**src/rtl/mc_control_pkg.sv**
```systemverilog
// Shared constants for the multicycle MIPS-subset controller: ALU codes,
// opcode/funct values, FSM states, datapath select values and the control word.
package mc_control_pkg;

  localparam logic [3:0] ALU_AND = 4'b0000;
  localparam logic [3:0] ALU_OR  = 4'b0001;
  localparam logic [3:0] ALU_ADD = 4'b0010;
  localparam logic [3:0] ALU_NOR = 4'b0011;
  localparam logic [3:0] ALU_SLL = 4'b0100;
  localparam logic [3:0] ALU_SRL = 4'b0101;
  localparam logic [3:0] ALU_SUB = 4'b0110;
  localparam logic [3:0] ALU_CMP = 4'b0111;
  localparam logic [3:0] ALU_SRA = 4'b1000;

  localparam logic [5:0] OP_RTYPE = 6'b000000;
  localparam logic [5:0] OP_LW    = 6'b100011;
  localparam logic [5:0] OP_SW    = 6'b101011;
  localparam logic [5:0] OP_BEQ   = 6'b000100;
  localparam logic [5:0] OP_BNE   = 6'b000101;
  localparam logic [5:0] OP_ADDI  = 6'b001000;
  localparam logic [5:0] OP_ANDI  = 6'b001100;
  localparam logic [5:0] OP_ORI   = 6'b001101;
  localparam logic [5:0] OP_J     = 6'b000010;

  localparam logic [5:0] FN_AND = 6'b100100;
  localparam logic [5:0] FN_OR  = 6'b100101;
  localparam logic [5:0] FN_ADD = 6'b100000;
  localparam logic [5:0] FN_NOR = 6'b100111;
  localparam logic [5:0] FN_SUB = 6'b100010;
  localparam logic [5:0] FN_SLL = 6'b000000;
  localparam logic [5:0] FN_SRL = 6'b000010;
  localparam logic [5:0] FN_SRA = 6'b000011;

  localparam logic [1:0] SRCB_REGB   = 2'd0;
  localparam logic [1:0] SRCB_FOUR   = 2'd1;
  localparam logic [1:0] SRCB_IMM    = 2'd2;
  localparam logic [1:0] SRCB_IMM_SH = 2'd3;

  localparam logic [1:0] PCSRC_ALU    = 2'd0;
  localparam logic [1:0] PCSRC_ALUOUT = 2'd1;
  localparam logic [1:0] PCSRC_JUMP   = 2'd2;

  typedef enum logic [3:0] {
    S_FETCH  = 4'd0,
    S_DECODE = 4'd1,
    S_MEMADR = 4'd2,
    S_MEMRD  = 4'd3,
    S_MEMWB  = 4'd4,
    S_MEMWR  = 4'd5,
    S_RTEX   = 4'd6,
    S_RTWB   = 4'd7,
    S_BRANCH = 4'd8,
    S_BRWAIT = 4'd9,
    S_IMMEX  = 4'd10,
    S_IMMWB  = 4'd11,
    S_JUMP   = 4'd12,
    S_ERR    = 4'd13,
    S_TRAP   = 4'd14
  } state_t;

  // Which flavour of ALU operation the current state needs.
  typedef enum logic [1:0] {
    CLS_ADD   = 2'd0,
    CLS_RTYPE = 2'd1,
    CLS_IMM   = 2'd2,
    CLS_CMP   = 2'd3
  } alu_cls_t;

  typedef struct packed {
    logic       mem_req;
    logic       mem_write;
    logic       iord;
    logic       ir_write;
    logic       pc_en;
    logic [1:0] pc_src;
    logic       alu_src_a;
    logic [1:0] alu_src_b;
    logic [3:0] alu_op;
    logic       reg_write;
    logic       reg_dst;
    logic       mem_to_reg;
    logic       err;
  } ctl_t;

  function automatic logic is_known_funct(input logic [5:0] fn);
    return (fn == FN_AND) || (fn == FN_OR) || (fn == FN_ADD) || (fn == FN_NOR) ||
           (fn == FN_SUB) || (fn == FN_SLL) || (fn == FN_SRL) || (fn == FN_SRA);
  endfunction

endpackage

```
**src/rtl/mc_control_alu_decode.sv**
```systemverilog
// Combinational ALU opcode selection from (state class, opcode, funct);
// also used by the single-cycle controller variants.
module mc_alu_decode
  import mc_control_pkg::*;
(
  input  alu_cls_t   cls_i,
  input  logic [5:0] opcode_i,
  input  logic [5:0] funct_i,
  output logic [3:0] alu_op_o
);

  always_comb begin
    alu_op_o = ALU_ADD;
    case (cls_i)
      CLS_RTYPE: begin
        case (funct_i)
          FN_AND:  alu_op_o = ALU_AND;
          FN_OR:   alu_op_o = ALU_OR;
          FN_ADD:  alu_op_o = ALU_ADD;
          FN_NOR:  alu_op_o = ALU_NOR;
          FN_SUB:  alu_op_o = ALU_SUB;
          FN_SLL:  alu_op_o = ALU_SLL;
          FN_SRL:  alu_op_o = ALU_SRL;
          FN_SRA:  alu_op_o = ALU_SRA;
          default: alu_op_o = ALU_ADD;
        endcase
      end
      CLS_IMM: begin
        case (opcode_i)
          OP_ANDI: alu_op_o = ALU_AND;
          OP_ORI:  alu_op_o = ALU_OR;
          default: alu_op_o = ALU_ADD;
        endcase
      end
      CLS_CMP: alu_op_o = ALU_CMP;
      default: alu_op_o = ALU_ADD;
    endcase
  end

endmodule

```
**src/rtl/mc_control.sv**
```systemverilog
// Multicycle MIPS-subset control FSM with memory-wait timeout.
// Define MC_CONTROL_ILLEGAL_TRAP_EN to trap unknown opcodes/functs via state TRAP.
module mc_control
  import mc_control_pkg::*;
#(
  parameter int MEM_TIMEOUT = 16
) (
  input  logic       clk,
  input  logic       reset_n,
  input  logic [5:0] opcode,
  input  logic [5:0] funct,
  input  logic       zero,
  input  logic       mem_ready,
  output logic       mem_req,
  output logic       mem_write,
  output logic       iord,
  output logic       ir_write,
  output logic       pc_en,
  output logic [1:0] pc_src,
  output logic       alu_src_a,
  output logic [1:0] alu_src_b,
  output logic [3:0] alu_op,
  output logic       reg_write,
  output logic       reg_dst,
  output logic       mem_to_reg,
  output logic       err,
`ifdef MC_CONTROL_ILLEGAL_TRAP_EN
  output logic       illegal_op,
`endif
  output logic [3:0] state_dbg
);

  localparam logic [7:0] TO_LAST = 8'(MEM_TIMEOUT - 1);

  state_t     state_q, state_d;
  logic [7:0] cnt_q, cnt_d;
  alu_cls_t   cls;
  logic [3:0] dec_alu_op;
  ctl_t       ctl, ctl_g;
`ifdef MC_CONTROL_ILLEGAL_TRAP_EN
  logic       illegal_c;
`endif

  always_comb begin
    case (state_q)
      S_RTEX:   cls = CLS_RTYPE;
      S_IMMEX:  cls = CLS_IMM;
      S_BRANCH: cls = CLS_CMP;
      default:  cls = CLS_ADD;
    endcase
  end

  mc_alu_decode u_alu_decode (
    .cls_i    (cls),
    .opcode_i (opcode),
    .funct_i  (funct),
    .alu_op_o (dec_alu_op)
  );

  always_comb begin
    ctl     = '0;
    state_d = state_q;
    cnt_d   = 8'd0;
`ifdef MC_CONTROL_ILLEGAL_TRAP_EN
    illegal_c = 1'b0;
`endif
    case (state_q)
      S_FETCH: begin
        ctl.mem_req   = 1'b1;
        ctl.alu_src_b = SRCB_FOUR;
        ctl.alu_op    = dec_alu_op;
        if (mem_ready) begin
          ctl.ir_write = 1'b1;
          ctl.pc_en    = 1'b1;
          ctl.pc_src   = PCSRC_ALU;
          state_d      = S_DECODE;
        end
      end
      S_DECODE: begin
        ctl.alu_src_b = SRCB_IMM_SH;
        ctl.alu_op    = dec_alu_op;
        case (opcode)
          OP_RTYPE:                  state_d = S_RTEX;
          OP_LW, OP_SW:              state_d = S_MEMADR;
          OP_BEQ, OP_BNE:            state_d = S_BRANCH;
          OP_ADDI, OP_ANDI, OP_ORI:  state_d = S_IMMEX;
          OP_J:                      state_d = S_JUMP;
`ifdef MC_CONTROL_ILLEGAL_TRAP_EN
          default:                   state_d = S_TRAP;
`else
          default:                   state_d = S_FETCH;
`endif
        endcase
      end
      S_RTEX: begin
        ctl.alu_src_a = 1'b1;
        ctl.alu_src_b = SRCB_REGB;
        ctl.alu_op    = dec_alu_op;
`ifdef MC_CONTROL_ILLEGAL_TRAP_EN
        state_d = is_known_funct(funct) ? S_RTWB : S_TRAP;
`else
        state_d = S_RTWB;
`endif
      end
      S_RTWB: begin
        ctl.reg_write = 1'b1;
        ctl.reg_dst   = 1'b1;
        state_d       = S_FETCH;
      end
      S_MEMADR: begin
        ctl.alu_src_a = 1'b1;
        ctl.alu_src_b = SRCB_IMM;
        ctl.alu_op    = dec_alu_op;
        state_d       = (opcode == OP_SW) ? S_MEMWR : S_MEMRD;
      end
      S_MEMRD: begin
        ctl.mem_req = 1'b1;
        ctl.iord    = 1'b1;
        if (mem_ready) state_d = S_MEMWB;
      end
      S_MEMWB: begin
        ctl.reg_write  = 1'b1;
        ctl.mem_to_reg = 1'b1;
        state_d        = S_FETCH;
      end
      S_MEMWR: begin
        ctl.mem_req   = 1'b1;
        ctl.mem_write = 1'b1;
        ctl.iord      = 1'b1;
        if (mem_ready) state_d = S_FETCH;
      end
      S_BRANCH: begin
        ctl.alu_src_a = 1'b1;
        ctl.alu_src_b = SRCB_REGB;
        ctl.alu_op    = dec_alu_op;
        state_d       = S_BRWAIT;
      end
      S_BRWAIT: begin
        // IR still holds the branch; opcode bit 0 separates bne from beq.
        ctl.pc_src = PCSRC_ALUOUT;
        ctl.pc_en  = opcode[0] ? zero : ~zero;
        state_d    = S_FETCH;
      end
      S_IMMEX: begin
        ctl.alu_src_a = 1'b1;
        ctl.alu_src_b = SRCB_IMM;
        ctl.alu_op    = dec_alu_op;
        state_d       = S_IMMWB;
      end
      S_IMMWB: begin
        ctl.reg_write = 1'b1;
        state_d       = S_FETCH;
      end
      S_JUMP: begin
        ctl.pc_en  = 1'b1;
        ctl.pc_src = PCSRC_JUMP;
        state_d    = S_FETCH;
      end
      S_ERR: begin
        ctl.err = 1'b1;
      end
`ifdef MC_CONTROL_ILLEGAL_TRAP_EN
      S_TRAP: begin
        illegal_c  = 1'b1;
        ctl.pc_en  = 1'b1;
        ctl.pc_src = PCSRC_JUMP;
        state_d    = S_FETCH;
      end
`endif
      default: state_d = S_FETCH;
    endcase

    // Wait counter only runs while a request is stalled; any completion clears it.
    if (ctl.mem_req && !mem_ready) begin
      if (cnt_q == TO_LAST) state_d = S_ERR;
      else                  cnt_d   = cnt_q + 8'd1;
    end
  end

  always_ff @(posedge clk or negedge reset_n) begin
    if (!reset_n) begin
      state_q <= S_FETCH;
      cnt_q   <= 8'd0;
    end else begin
      state_q <= state_d;
      cnt_q   <= cnt_d;
    end
  end

  // Asynchronous gating so a reset mid-access drops the request immediately.
  assign ctl_g      = reset_n ? ctl : '0;
  assign mem_req    = ctl_g.mem_req;
  assign mem_write  = ctl_g.mem_write;
  assign iord       = ctl_g.iord;
  assign ir_write   = ctl_g.ir_write;
  assign pc_en      = ctl_g.pc_en;
  assign pc_src     = ctl_g.pc_src;
  assign alu_src_a  = ctl_g.alu_src_a;
  assign alu_src_b  = ctl_g.alu_src_b;
  assign alu_op     = ctl_g.alu_op;
  assign reg_write  = ctl_g.reg_write;
  assign reg_dst    = ctl_g.reg_dst;
  assign mem_to_reg = ctl_g.mem_to_reg;
  assign err        = ctl_g.err;
  assign state_dbg  = state_q;
`ifdef MC_CONTROL_ILLEGAL_TRAP_EN
  assign illegal_op = reset_n & illegal_c;
`endif

endmodule

```
**config.mk**
```make
export PLATFORM = sky130hd
export DESIGN_NAME = mc_control
export DESIGN_NICKNAME = d
export VERILOG_FILES = /design/src/rtl/mc_control_pkg.sv /design/src/rtl/mc_control_alu_decode.sv /design/src/rtl/mc_control.sv
export SDC_FILE = /design/constraint.sdc
export NUM_CORES = 1
export LEC_CHECK = 0
export ABC_AREA = 1
export CAP_MARGIN = 0
export CORE_MARGIN = 4
export CORE_UTILIZATION = 67
export DETAILED_ROUTE_END_ITERATION = 10
export DONT_BUFFER_PORTS = 1
export PLACE_DENSITY = 0.81
export SLEW_MARGIN = 20
export SYNTH_ARGS = -nofsm -noshare
export SYNTH_HDL_FRONTEND = slang
export SYNTH_SLANG_ARGS = --single-unit
```
**constraint.sdc**
```tcl
create_clock -name clk -period 2.4 [get_ports clk]
set_clock_uncertainty 0.15 [all_clocks]
set_input_delay 0.36 -clock clk [delete_from_list [all_inputs] [get_ports clk]]
set_output_delay 0.36 -clock clk [all_outputs]
set_load 0.1 [all_outputs]
```
==> impl_metrics.tcl, run 1 <==
set metrics [dict create \
    outcome "aborted with a tool error" \
    haltStage "detailed placement" \
    stop_error "[ERROR DPL-0038] Utilization greater than 100%, impossible to legalize" \
    synthSimpleGateAreaFrac_pct 52.1 \
    initial_core_util_pct 72.5 \
    syn_area_per_cell_sq_um 5.91 \
    gp_congestion 0.936 \
    synth_seq_area_share_pct 26.9 \
    yosysUniqueCellTypes 23 \
    synthMuxAreaShare_pct 0 \
    yosys.area_share.xor_xnor_pct 4.70 \
    synth_most_common_cell "nand2_1" \
    synth-seq-cells 12 \
    synthAdderAreaFrac_pct 1.12 \
    synth_top_family_by_area "simple AND/OR/NAND/NOR gates" \
    synth_compound_area_share_pct 6.16 \
    port_buffers 0 \
    async_flop_share_pct 100 \
    synth_common_cells "45 x nand2_1, 43 x nor2_1, 24 x inv_1" \
    ios 38 \
    syn_inst 189 \
    synth_area_leaders "dfrtp_1 27%, nand2_1 15%, nor2_1 14%" \
    die_x_um 48.8 \
    synth_flop_cell "dfrtp_1" \
    ys_warn_count 0 \
    synth_top_area_share_pct 26.9 \
    die_h_um 48.8 \
    synth_nets 206 \
    synth_edf_count 0 \
    placementRows 14 \
    synth_area_sq_um 1120 \
    yosys.area.top_type "dfrtp_1" \
]
==> per-stage QoR <==
step | hold WS (ps) | worst slack [ps] | instances | setup TNS, ps | instance area [sq um]
global placement | -85.1 | 384 | 227 | 0 | 1570
floorplan | -85.6 | -458 | 189 | -1570 | 1270
==> kinds of logic after synthesis <==
kind of cell / Yosys count
AOI/OAI and AO/OA: 13
and+or+nand+nor: 130
adders and majority gates: 1
DFF: 12
xor gates and xnor gates: 6
buffers and inverters: 27
==> run 2, diff against run 1 <==
--- a/config.mk
+++ b/config.mk
@@ -7,11 +7,11 @@
 export LEC_CHECK = 0
 export ABC_AREA = 1
 export CAP_MARGIN = 0
-export CORE_MARGIN = 4
-export CORE_UTILIZATION = 67
+export CORE_AREA = 4 4 65 67
 export DETAILED_ROUTE_END_ITERATION = 10
+export DIE_AREA = 0 0 69 71
 export DONT_BUFFER_PORTS = 1
-export PLACE_DENSITY = 0.81
+export PLACE_DENSITY_LB_ADDON = 0.15
 export SLEW_MARGIN = 20
 export SYNTH_ARGS = -nofsm -noshare
 export SYNTH_HDL_FRONTEND = slang
==> run 2 against run 1 <==
Effect of this change: the run now ends clean; synthesized cell count stayed put; synthesized area is the same.
==> impl_metrics.tcl, run 2 <==
set metrics [dict create \
    outcome "finished clean" \
    synth-seq-cells 12 \
    synth_area_leaders "dfrtp_1 27%, nand2_1 15%, nor2_1 14%" \
    yosysUniqueCellTypes 23 \
    die_x_um 69 \
    final_design_area_no_fill_sq_um 1670 \
    irDropWorstVdd_mv 0.588 \
    cap_violations 0 \
    synth_area_sq_um 1120 \
    fin_util_pct 46.0 \
    post_cts.repair.setup_buffers 0 \
    area_growth_pct 49.7 \
    numCtsBuffers 3 \
    met2_usage_pct 25.1 \
    cts.clk_slew.worst_paths_ps 50 \
    grt_max_degree 13 \
    max-slew-margin-rel_pct 57.7 \
    hold-path-endpoint "state_dbg[2]" \
    ys_warn_count 0 \
    synth_top_area_share_pct 26.9 \
    dr.pass1.iters 4 \
    syn_area_per_cell_sq_um 5.91 \
    ios 38 \
    drv_slew 0 \
    criticalPathCategory "register to output pin" \
    routed_wl_mm 3.49 \
    multiInputGateArea_sq_um 870 \
    yosys.area.top_type "dfrtp_1" \
    postRouteAntennaNets 0 \
    async_flop_share_pct 100 \
    grt_pass1_wl_mm 5.65 \
    min_period_over_period_pct 94.4 \
    regArea_sq_um 315 \
    placementRows 22 \
    r2r_slack_ps 760 \
    grtUsageMet1_pct 17.3 \
    synth_most_common_cell "nand2_1" \
    synth_nets 206 \
    synth_seq_area_share_pct 26.9 \
    fin_crit_ps 2270 \
    htreeDepth 1 \
    grt-busiest-layer "met2" \
    tns_ps 0 \
    start_kind "register" \
    fillerInstances 383 \
    leakagePower_nw 0.787 \
    drt_iter0_markers 62 \
    grt_overflow 0 \
    final_common_cell "nand2_1" \
    gp_congestion 0.943 \
    clock_latency_ps 240 \
    synth_flop_cell "dfrtp_1" \
    r2r_start "state_dbg[0]" \
    root_buffer "clkbuf_8" \
    synth_edf_count 0 \
    required_ps 1890 \
    grt_pass1_vias 1216 \
    drive_gt1_share_pct 32.4 \
    rsz0062_at_grt "no" \
    wl_per_cell_um 13.2 \
    use_met3_pct 3.41 \
    hold_class "primary input to register" \
    crit_fanout 6 \
    grt_antenna_before_repair 0 \
    rr_endpoint "state_dbg[1]" \
    cts_tree "built" \
    fmaxAchievable_mhz 441 \
    port_buffers 0 \
    final_cell_mix "42 x nand2_1, 33 x nor2_1, 22 x inv_1, 15 x buf_4, 12 x nand3_1" \
    tightest_slew_ps 634 \
    finalPower_mw 2.00 \
    num-nets-final 234 \
    powerDensity_nw_per_um2 1200 \
    largest_register "cnt_q" \
    syn_inst 189 \
    setup_ws_ps 133 \
    via_per_inst 4.91 \
    synth_common_cells "45 x nand2_1, 43 x nor2_1, 24 x inv_1" \
    hold_start "opcode[3]" \
    drcViolationCount 0 \
    initial_core_util_pct 30.8 \
    dieArea_sq_um 4900 \
    largest_register_ffs 8 \
    core-area_sq_um 3630 \
    reg2reg_depth 7 \
    setup_viol 0 \
    via_count 1296 \
    clock-sinks 12 \
    antenna-diode-count 0 \
    worstSetupEndpointType "output pin" \
    grtUsageTotal_pct 14.1 \
    hold_viol_final 0 \
    dp_hpwl_mm 2.85 \
    arrival_ps 1760 \
    pre_cts_ws_ps 339 \
    clockBufferDepth 2 \
    die_h_um 71 \
    place_area_sq_um 1610 \
    worst_hold_path.num_cells 3 \
]
## run 2: worst max-delay path, cell delays in order, from the launching register on
cell	delay, ps
dfrtp_4	530
inv_4	90
nand2_2	110
nor2_4	160
nor2_2	80
a21oi_4	180
nor2_4	80
nor2_4	100
buf_12	180
## run 2: report_power, final
| part | total, mW | switching, mW | internal, mW |
|---|---|---|---|
| clock network | 0.191 | 0.0740 | 0.117 |
| logic | 1.48 | 1.09 | 0.395 |
| registers | 0.329 | 0.0710 | 0.258 |
## run 2: worst max path at each step
stage,startpoint,endpoint
6_report,state_dbg[2],alu_op[1]
5_1_grt,state_dbg[2],alu_op[1]
4_1_cts,state_dbg[3],alu_op[3]
3_5_place_dp,state_dbg[3],alu_op[3]
3_3_place_gp,state_dbg[3],alu_op[3]
2_1_floorplan,state_dbg[3],alu_op[1]
## run 2: area by class of cell
cell class	instances	share of cell area, %
Clock buffer	4	2.69
Inverter	26	5.98
Multi-Input combinational cell	150	52.0
Sequential cell	12	18.8
Tap cell	48	3.59
Timing Repair Buffer	24	16.9
## run 2: kinds of logic after synthesis
| group | count (synthesis) | share of synthesized area [%] |
|---|---|---|
| buffers and inverters | 27 | 9.07 |
| adders and majority gates | 1 | 1.12 |
| xor gates and xnor gates | 6 | 4.70 |
| and+or+nand+nor | 130 | 52.1 |
| AOI/OAI and AO/OA | 13 | 6.16 |
| DFF | 12 | 26.9 |
## run 2: layer usage
metal	vias up	wire length [um]
li1	655	-
met1	609	1500
met2	30	1800
met3	2	176
met4	0	9
met5	-	0
## run 2: through the flow
stage / cells / hold slack (ps)
floorplan: 189 / -85.6
global placement: 259 / -85.2
detailed placement: 259 / -85.2
CTS: 264 / 187
global route: 264 / 181
finish: 264 / 189
## run 2: timing repair
action	4_1_cts	5_1_grt
endpoints found under the setup margin	0	2
resized for setup	0	2
endpoints found under the hold margin	12	0
hold buffers	1	0
Note: power is estimated with default switching activity, not from simulation.
==> RTL edit, RTL diff (settings of run 2) <==
Reset style: synchronous (`reset_n`), changed in one clocked block. Comments in the files are not updated.
--- a/src/rtl/mc_control.sv
+++ b/src/rtl/mc_control.sv
@@ -177,7 +177,7 @@
     end
   end
 
-  always_ff @(posedge clk or negedge reset_n) begin
+  always_ff @(posedge clk) begin
     if (!reset_n) begin
       state_q <= S_FETCH;
       cnt_q   <= 8'd0;
Function: differs if reset_n is asserted again (counterexample within 4 cycles, from zero or initial values and one cycle with reset_n low); with reset_n held inactive, the same outputs for 10 cycles.
==> RTL edit against run 2 <==
First-iteration DRC count decreased by 11%. Sequential cell count did not move. Wire length down 8.7%. Global-route usage down 0.42 points. Area after synthesis rose by 2.6%. Final area is 0.22% higher. Worst setup slack got worse by 0.029 ns. Critical endpoint is now alu_op[0].
Power is left out: it rests on default switching activity, and per cell area and clock period it moved more than threefold.
==> RTL edit: results <==
export IMPL_status="complete, no violations"
export IMPL_worst_setup_path_endpoint="alu_op[0]"
export IMPL_setup_reg_to_reg_worst_slack_ns=0.61
export IMPL_nFillCells=386
export IMPL_antenna_violations_before_repair=0
export IMPL_clockRootBuffer="sky130_fd_sc_hd__clkbuf_8"
export IMPL_critical_path_reg2reg_startpoint="state_dbg[2]"
export IMPL_grt_start_max_net_pins=11
export IMPL_reg2reg_depth=9
export IMPL_grt_first_pass_wirelength_mm=5.69
export IMPL_sequential_fraction_of_the_synthesis_area_pct=21.0
export IMPL_critical_path_class="reg2out"
export IMPL_grt_met2_usage_pct=21.7
export IMPL_dpl_worst_slack_ns=0.373
export IMPL_met3_usage_pct=4.12
export IMPL_worstHoldStart="mem_ready"
export IMPL_gp_routability_congestion=0.855
export IMPL_slowest_stage="sky130_fd_sc_hd__dfxtp_4"
export IMPL_detail_route_wl_per_cell_um=11.5
export IMPL_critPathArrivalTime_ns=1.79
export IMPL_post_synth_inst_count=206
export IMPL_synth_distinct_cells=27
export IMPL_tns_ns=0
export IMPL_global_routing_usage_on_met1_pct=18.9
export IMPL_layout_core_utilization_pct=46.1
export IMPL_ys_flop_type="sky130_fd_sc_hd__dfxtp_1"
export IMPL_place_detailed_hpwl_mm=2.69
export IMPL_nets=248
export IMPL_routed_wirelength_mm=3.18
export IMPL_synth_top_cells_by_count="53 x sky130_fd_sc_hd__nand2_1, 39 x sky130_fd_sc_hd__nor2_1, 32 x sky130_fd_sc_hd__inv_1, 19 x sky130_fd_sc_hd__nand3_1, 12 x sky130_fd_sc_hd__dfxtp_1"
export IMPL_worst_slew_pin_transition_ns=0.404
export IMPL_hold_path_cell_count=3
export IMPL_post_drt_via_cell_ratio=4.71
export IMPL_place_detailed_instances=274
export IMPL_number_of_antenna_diodes=0
export IMPL_critPathMaxFanout=7
export IMPL_crit_path_max_incr_delay_ns=0.61
export IMPL_regToRegEndpoint="state_dbg[2]"
export IMPL_whs_ns=0.214
export IMPL_fin_crit_ns=2.30
export IMPL_async_flop_share_pct=0
export IMPL_mappedNetlistNets=223
export IMPL_initial_drt_markers=55
export IMPL_grtUsageTotal_pct=13.7
export IMPL_share_of_final_layout_standard_cells_stronger_than_drive_strength_1_pct=29.1
export IMPL_synth_top_cells_by_area="sky130_fd_sc_hd__dfxtp_1 21%, sky130_fd_sc_hd__nand2_1 17%, sky130_fd_sc_hd__nor2_1 13%"
export IMPL_worst_hold_path_endpoint="cnt_q[4]"
export IMPL_first_global_vias=1255
-- RTL edit: per-layer routing --
metal  wire length, um  share of wire (%)
met5                 0                  0
met4                 0                  0
met3               280                8.8
met2              1420                 45
met1              1480                 47
-- RTL edit: area by class of cell --
type / instances / area share (%)
Multi-Input combinational cell: 158 / 53.9
Timing Repair Buffer: 21 / 16.9
Clock buffer: 4 / 2.69
Sequential cell: 12 / 15.1
Tap cell: 48 / 3.58
Inverter: 35 / 7.91
-- RTL edit: repair_timing --
action / CTS / global route
setup endpoints to repair: 0 / 1
resized for setup: 0 / 2
setup buffers: 0 / 0
-- RTL edit: cell families (layout without fill, tap and decap cells) --
group / Yosys count / count (layout) / share of synthesized area, %
flip-flops: 12 / 12 / 21.0
adder cells (fa/ha/maj): 1 / 1 / 1.09
buffers and inverters: 36 / 60 / 11.8
XOR/XNOR: 5 / 5 / 3.82
AO/OA/AOI/OAI: 21 / 21 / 10.7
AND/OR/NAND/NOR: 131 / 131 / 51.6
